File: src/rtl/cndm_msi_pkg.sv
// cndm_msi_pkg: shared FSM state type, vector limit and MSI multi-message fold helper
package cndm_msi_pkg;
  typedef enum logic [1:0] {IDLE, ISSUE, WAIT, BACKOFF} state_t;
  localparam int MSI_VEC_MAX = 32;
  function automatic logic [4:0] fold_mask(input logic [2:0] mm);
    logic [5:0] n;
    n = 6'd1 << (mm > 3'd5 ? 3'd5 : mm);
    return 5'(n - 6'd1);
  endfunction
endpackage

File: src/rtl/cndm_rr_arb_mask.sv
// cndm_rr_arb_mask: combinational round-robin pick of the first request at or after ptr
module cndm_rr_arb_mask #(
  parameter int N = 32,
  parameter int IW = 5
) (
  input  logic [N-1:0]  req,
  input  logic [IW-1:0] ptr,
  output logic [IW-1:0] grant,
  output logic          valid
);
  always_comb begin
    valid = 1'b0;
    grant = '0;
    for (int k = N - 1; k >= 0; k--) begin
      if (req[(int'(ptr) + k) % N]) begin
        valid = 1'b1;
        grant = IW'((int'(ptr) + k) % N);
      end
    end
  end
endmodule

File: src/rtl/cndm_msi_irq_ctrl.sv
// cndm_msi_irq_ctrl: multi-vector MSI controller with pending merge, RR arbitration, folding and retry.
// Optional per-message coalescing holdoff when CNDM_MSI_COAL_EN is defined.
module cndm_msi_irq_ctrl
  import cndm_msi_pkg::*;
#(
  parameter int IRQ_CNT = 32,
  parameter int RETRY_MAX = 4,
  parameter int TIMEOUT_CYC = 1024,
  parameter int BACKOFF_CYC = 16,
  parameter int CNT_W = 16
) (
  input  logic                   clk,
  input  logic                   rst,
  input  logic [IRQ_CNT-1:0]     irq_req,
  output logic [IRQ_CNT-1:0]     irq_pending,
  input  logic                   cfg_interrupt_msi_enable,
  input  logic [2:0]             cfg_interrupt_msi_mmenable,
  input  logic [MSI_VEC_MAX-1:0] msi_mask,
  output logic [MSI_VEC_MAX-1:0] cfg_interrupt_msi_int,
  input  logic                   cfg_interrupt_msi_sent,
  input  logic                   cfg_interrupt_msi_fail,
  output logic [7:0]             cfg_interrupt_msi_function_number,
  output logic [2:0]             cfg_interrupt_msi_attr,
  output logic [CNT_W-1:0]       stat_sent_cnt,
  output logic [CNT_W-1:0]       stat_drop_cnt
`ifdef CNDM_MSI_COAL_EN
  ,
  input  logic [15:0]            coal_time
`endif
);
  localparam int IW = IRQ_CNT > 1 ? $clog2(IRQ_CNT) : 1;
  localparam int RW = RETRY_MAX > 0 ? $clog2(RETRY_MAX + 1) : 1;
  localparam int TW = $clog2((TIMEOUT_CYC > BACKOFF_CYC ? TIMEOUT_CYC : BACKOFF_CYC) + 1);
  state_t st, st_nxt;
  logic [IW-1:0] ptr, gnt;
  logic [4:0] msg, fm;
  logic [RW-1:0] retry;
  logic [TW-1:0] tmr;
  logic [IRQ_CNT-1:0] elig;
  logic gv, tmo, bad, grab;
  assign cfg_interrupt_msi_function_number = '0;
  assign cfg_interrupt_msi_attr = '0;
  assign fm = fold_mask(cfg_interrupt_msi_mmenable);
  assign tmo = tmr == TW'(TIMEOUT_CYC - 1);
  assign bad = cfg_interrupt_msi_fail | tmo;
  assign grab = st == IDLE && gv;
`ifdef CNDM_MSI_COAL_EN
  logic [15:0] hold [MSI_VEC_MAX];
  always_ff @(posedge clk or posedge rst)
    if (rst)
      for (int m = 0; m < MSI_VEC_MAX; m++) hold[m] <= '0;
    else
      for (int m = 0; m < MSI_VEC_MAX; m++)
        hold[m] <= (st == WAIT && cfg_interrupt_msi_sent && msg == 5'(m)) ? coal_time : hold[m] - 16'(hold[m] != '0);
`endif
  for (genvar i = 0; i < IRQ_CNT; i++) begin : g_elig
    logic [4:0] f;
    assign f = 5'(i) & fm;
`ifdef CNDM_MSI_COAL_EN
    assign elig[i] = irq_pending[i] & ~msi_mask[f] & cfg_interrupt_msi_enable & (hold[f] == '0);
`else
    assign elig[i] = irq_pending[i] & ~msi_mask[f] & cfg_interrupt_msi_enable;
`endif
  end
  cndm_rr_arb_mask #(.N(IRQ_CNT), .IW(IW)) u_arb (
    .req(elig),
    .ptr(ptr),
    .grant(gnt),
    .valid(gv)
  );
  always_comb begin
    st_nxt = st;
    case (st)
      IDLE:    st_nxt = gv ? ISSUE : IDLE;
      ISSUE:   st_nxt = WAIT;
      WAIT:    st_nxt = cfg_interrupt_msi_sent ? IDLE : bad ? (retry < RW'(RETRY_MAX) ? BACKOFF : IDLE) : WAIT;
      BACKOFF: st_nxt = tmr == TW'(BACKOFF_CYC - 1) ? ISSUE : BACKOFF;
      default: st_nxt = IDLE;
    endcase
  end
  always_ff @(posedge clk or posedge rst)
    if (rst) st <= IDLE;
    else st <= st_nxt;
  // The message number is frozen at arbitration so mmenable changes only affect later picks.
  always_ff @(posedge clk or posedge rst)
    if (rst) begin
      irq_pending <= '0;
      cfg_interrupt_msi_int <= '0;
      stat_sent_cnt <= '0;
      stat_drop_cnt <= '0;
      ptr <= '0;
      msg <= '0;
      retry <= '0;
      tmr <= '0;
    end else begin
      irq_pending <= (irq_pending & ~(grab ? IRQ_CNT'(1) << gnt : '0)) | irq_req;
      tmr <= st_nxt == st ? tmr + 1'b1 : '0;
      cfg_interrupt_msi_int <= '0;
      if (grab) begin
        msg <= 5'(gnt) & fm;
        ptr <= gnt == IW'(IRQ_CNT - 1) ? '0 : gnt + 1'b1;
        cfg_interrupt_msi_int <= MSI_VEC_MAX'(1) << (5'(gnt) & fm);
      end
      if (st == BACKOFF && st_nxt == ISSUE) cfg_interrupt_msi_int <= MSI_VEC_MAX'(1) << msg;
      if (st == WAIT && cfg_interrupt_msi_sent) begin
        stat_sent_cnt <= stat_sent_cnt + 1'b1;
        retry <= '0;
      end else if (st == WAIT && bad) begin
        retry <= retry < RW'(RETRY_MAX) ? retry + 1'b1 : '0;
        stat_drop_cnt <= stat_drop_cnt + CNT_W'(retry >= RW'(RETRY_MAX));
      end
    end
endmodule

File: config.mk
export PLATFORM = sky130hd
export DESIGN_NAME = cndm_msi_irq_ctrl
export DESIGN_NICKNAME = d
export VERILOG_FILES = /design/src/rtl/cndm_msi_pkg.sv /design/src/rtl/cndm_rr_arb_mask.sv /design/src/rtl/cndm_msi_irq_ctrl.sv
export SDC_FILE = /design/constraint.sdc
export NUM_CORES = 1
export LEC_CHECK = 0
export BUFFER_PORTS_ARGS = -buffer_cell sky130_fd_sc_hd__buf_2
export CAP_MARGIN = 20
export CELL_PAD_IN_SITES_DETAIL_PLACEMENT = 1
export CELL_PAD_IN_SITES_GLOBAL_PLACEMENT = 2
export CORE_AREA = 2 2 268 138
export DETAILED_ROUTE_END_ITERATION = 16
export DIE_AREA = 0 0 270 140
export PLACE_DENSITY_LB_ADDON = 0.3
export SYNTH_ARGS = -nofsm -noshare
export SYNTH_HDL_FRONTEND = slang
export SYNTH_SLANG_ARGS = --single-unit
export TNS_END_PERCENT = 10
File: constraint.sdc
create_clock -name clk -period 9.15 [get_ports clk]
set_input_delay 0 -clock clk [delete_from_list [all_inputs] [get_ports clk]]
set_output_delay 0 -clock clk [all_outputs]
set_load 0.1 [all_outputs]
==> results.md <==
- Ys async rst share: 100.0%
- Pre-Repair DR Iteration Count: 5
- Deepest clock path buffer count: 2
- Share of cells above drive strength 1: 19.59%
- First-pass GRT wire length: 106.3 mm
- Crit path capture type: flip-flop
- Initial antenna violation count: 2
- GR Overflow Total: 0
- Cells after Synth: 1650
- Final hold violations: 0
- Setup TNS: 0 ns
- Inserted Clock Buffers: 17
- Vias per cell: 7.020
- Hold crit path type: input pin to flip-flop
- WHS Path Cells: 3
- IO Count: 179
- Worst Path Arrival: 9.12 ns
- Syn-to-layout area delta: 17.71%
- Die X: 270 µm
- Setup slack, reg-to-reg: 1.04 ns
- Die Area: 37800 µm²
- Root Buffer: clkbuf_16
- Routability cong.: 1.072
- Clk pin slew, worst setup/hold paths: 0.07 ns
- Outcome: complete, no violations
- Slew Limit Fails: 0
- Syn Area/Cell: 8.055 µm²
- Max-cap violation count: 0
- Worst EP required: 9.47 ns
- # setup viols final: 0
- Wirelength, routed: 74.00 mm
- RSZ-0062 raised after global routing: false
- Crit share post-route: 96.17%
- Final HPWL from detailed placement: 58.62 mm
- WL/cell: 31.77 µm
- Synth Warn #: 0
- Setup CP Type: input pin to flip-flop
- Worst-Skew Late Latency: 0.44 ns
- Post-CTS Setup Repair Bufs: 0
- Number of enable flip-flop cells after synthesis: 0
- Core area: 35380 µm²
- PortBufs: 167
- Clock Skew: 0.01936 ns
- CTS tree: done
- Largest net degree at the start of global routing: 78
- Non-Filler Instances: 2329
- Critical Path Source Type: input pin
- Number of global-route vias before repair: 15123
- Vias: 16350
- Fmax: 0.1136 GHz
- Seq cells post-synth: 122
- # DRC: 0
- Max_slew headroom: 19.27%
- Starting Density: 37.57%
- Min cycle time layout: 8.799 ns
- R2R depth: 17
- Tightest Pin Transition: 1.180 ns
- Rows: 49
- Seq/Total Area, Yosys: 22.97%
- Post-DRT Antenna Nets: 0
- Layout Nets: 1926
- Cell Area, Synth: 13290 µm²
- Maximum fanout along the worst path: 42
- Placed insts: 2256
- Iter 0 DRT Violations: 2392
- Post-synthesis cell type count: 107
- Gr usage total: 37.98%
- CTS sink count: 122
- H-Tree Depth: 4
- Top FF cell, synth: dfrtp_1
- Floorplan die height: 140 µm
[metal layers]
| layer | GRT usage [%] | wire, µm | part of all wire [%] | vias up |
|---|---|---|---|---|
| met1 | 56.58 | 34070 | 46 | 8264 |
| li1 | - | - | - | 6811 |
| met4 | 6.023 | 1033 | 1.4 | 0 |
| met5 | 0 | 0 | 0 | - |
| met2 | 47.08 | 26460 | 36 | 1157 |
| met3 | 20.37 | 12440 | 17 | 118 |
[worst paths after layout]
check | startpoint | endpoint
max | cfg_interrupt_msi_mmenable[2] | irq_pending[9]$_DFF_PP0_
min reg2reg | stat_sent_cnt[15]$_DFFE_PP0P_ | stat_sent_cnt[15]$_DFFE_PP0P_
min | irq_req[28] | irq_pending[28]$_DFF_PP0_
min in group asynchronous | rst | cfg_interrupt_msi_int[3]$_DFF_PP0_
max reg2reg | ptr[1]$_DFFE_PP0P_ | irq_pending[9]$_DFF_PP0_
max in group asynchronous | rst | irq_pending[20]$_DFF_PP0_
[cells in the final DEF (no fill, tap or decap), drive strengths merged, types with 12 or more instances in the layout]
cell type,count
or2,19
nand4,32
nor3,51
a211oi,44
o32a,19
nor2,116
o22a,13
o21ai,89
nand2b,35
a31oi,27
o311ai,14
and2,32
o211ai,33
o22ai,26
nor4,12
a32oi,12
dfrtp,122
a2111oi,15
ha,24
nand3,79
a211o,12
a22oi,12
dlygate4sd3,36
o211a,12
mux2i,25
and3,24
inv,47
mux2,26
xor2,19
nand2,137
buf,223
o2111ai,17
o32ai,22
a21oi,75
o31ai,23
a21o,24
xnor2,65
clkbuf,18
[cells in the mapped netlist, types with 12 or more instances]
master,count,area [µm²]
o22a_1,13,113.9
o22ai_1,26,162.7
o32ai_1,22,192.7
xor2_1,19,166.4
xnor2_1,65,569.3
o211a_1,12,120.1
a31oi_1,26,162.7
or2_2,14,87.58
and2_1,30,187.7
ha_1,24,300.3
a32oi_1,12,105.1
buf_4,18,135.1
nor4_1,12,75.07
nand2_1,137,514.2
nand3_1,79,395.4
o32a_1,19,190.2
dfrtp_1,122,3053
clkbuf_1,64,240.2
a211o_1,12,105.1
mux2i_1,25,250.2
nor2_1,116,435.4
buf_2,16,80.08
o211ai_1,30,225.2
a21o_1,24,180.2
inv_1,36,135.1
a2111oi_0,12,105.1
a211oi_1,40,300.3
nand2b_1,35,219.0
nand4_1,32,200.2
and3_1,23,143.9
mux2_2,26,292.8
nor3_1,49,245.2
o31ai_1,20,150.1
a21oi_1,74,370.4
o21ai_0,82,410.4
o2111ai_1,16,140.1
[registers in the layout, indices dropped and copies added (netlist names)]
signal,count
stat_sent_cnt,16
tmr,11
ptr,5
cfg_interrupt_msi_int,32
msg,5
stat_drop_cnt,16
st,2
retry,3
irq_pending,32
[logic make-up after synthesis]
kind of cell | Yosys count | share of synthesized area, %
AOI/OAI and AO/OA | 610 | 34.88
xor gates and xnor gates | 84 | 5.536
adders and majority gates | 24 | 2.259
buffers and inverters | 149 | 5.206
DFF | 122 | 22.97
muxes | 62 | 5.950
other | 1 | 0.02822
and+or+nand+nor | 598 | 23.17
[final cells by class]
| type | count | area, µm² |
|---|---|---|
| diodes | 2 | 5.005 |
| clock inverters | 15 | 168.9 |
| inverters | 40 | 152.6 |
| well taps | 484 | 605.6 |
| fillers | 4329 | 19730 |
| multi-input cells | 1389 | 9609 |
| clock buffers | 17 | 425.4 |
| repair buffers | 260 | 1624 |
| flip-flops and latches | 122 | 3053 |
[stage by stage]
step	setup WS, ns	cell area, µm²	utilization [%]	hold slack [ns]
2_1_floorplan	3.609	13330	-	0.09229
3_3_place_gp	0.8538	14660	41.45	0.1792
3_5_place_dp	0.5785	14660	41.45	0.1879
4_1_cts	1.036	15620	44.14	0.2591
5_1_grt	0.2950	15640	44.22	0.3092
6_report	0.3507	15640	44.22	0.3043
[repair_timing]
| action | 4_1_cts | 5_1_grt |
|---|---|---|
| hold buffers | 36 | 0 |
| endpoints found under the hold margin | 112 | 0 |
| gates resized for setup | 0 | 0 |
[worst max-delay path, cell delays in order]
cell,delay [ns]
buf_2,0.37
nor3_2,0.68
inv_1,0.33
ha_1,0.29
buf_4,0.26
mux2_2,0.33
a222oi_1,0.22
a22o_1,0.48
o21ai_0,0.69
a21oi_1,0.39
a211oi_1,0.81
o211ai_1,0.47
nor2_1,0.75
nor3b_1,0.16
a2111oi_0,1.02
a21boi_1,0.23
a31oi_2,0.62
nand2b_1,0.47
o32a_1,0.47
Power is left out: the tool's default activity adds up to more than one toggle a clock period on the data nets, which glitch-free logic cannot reach.
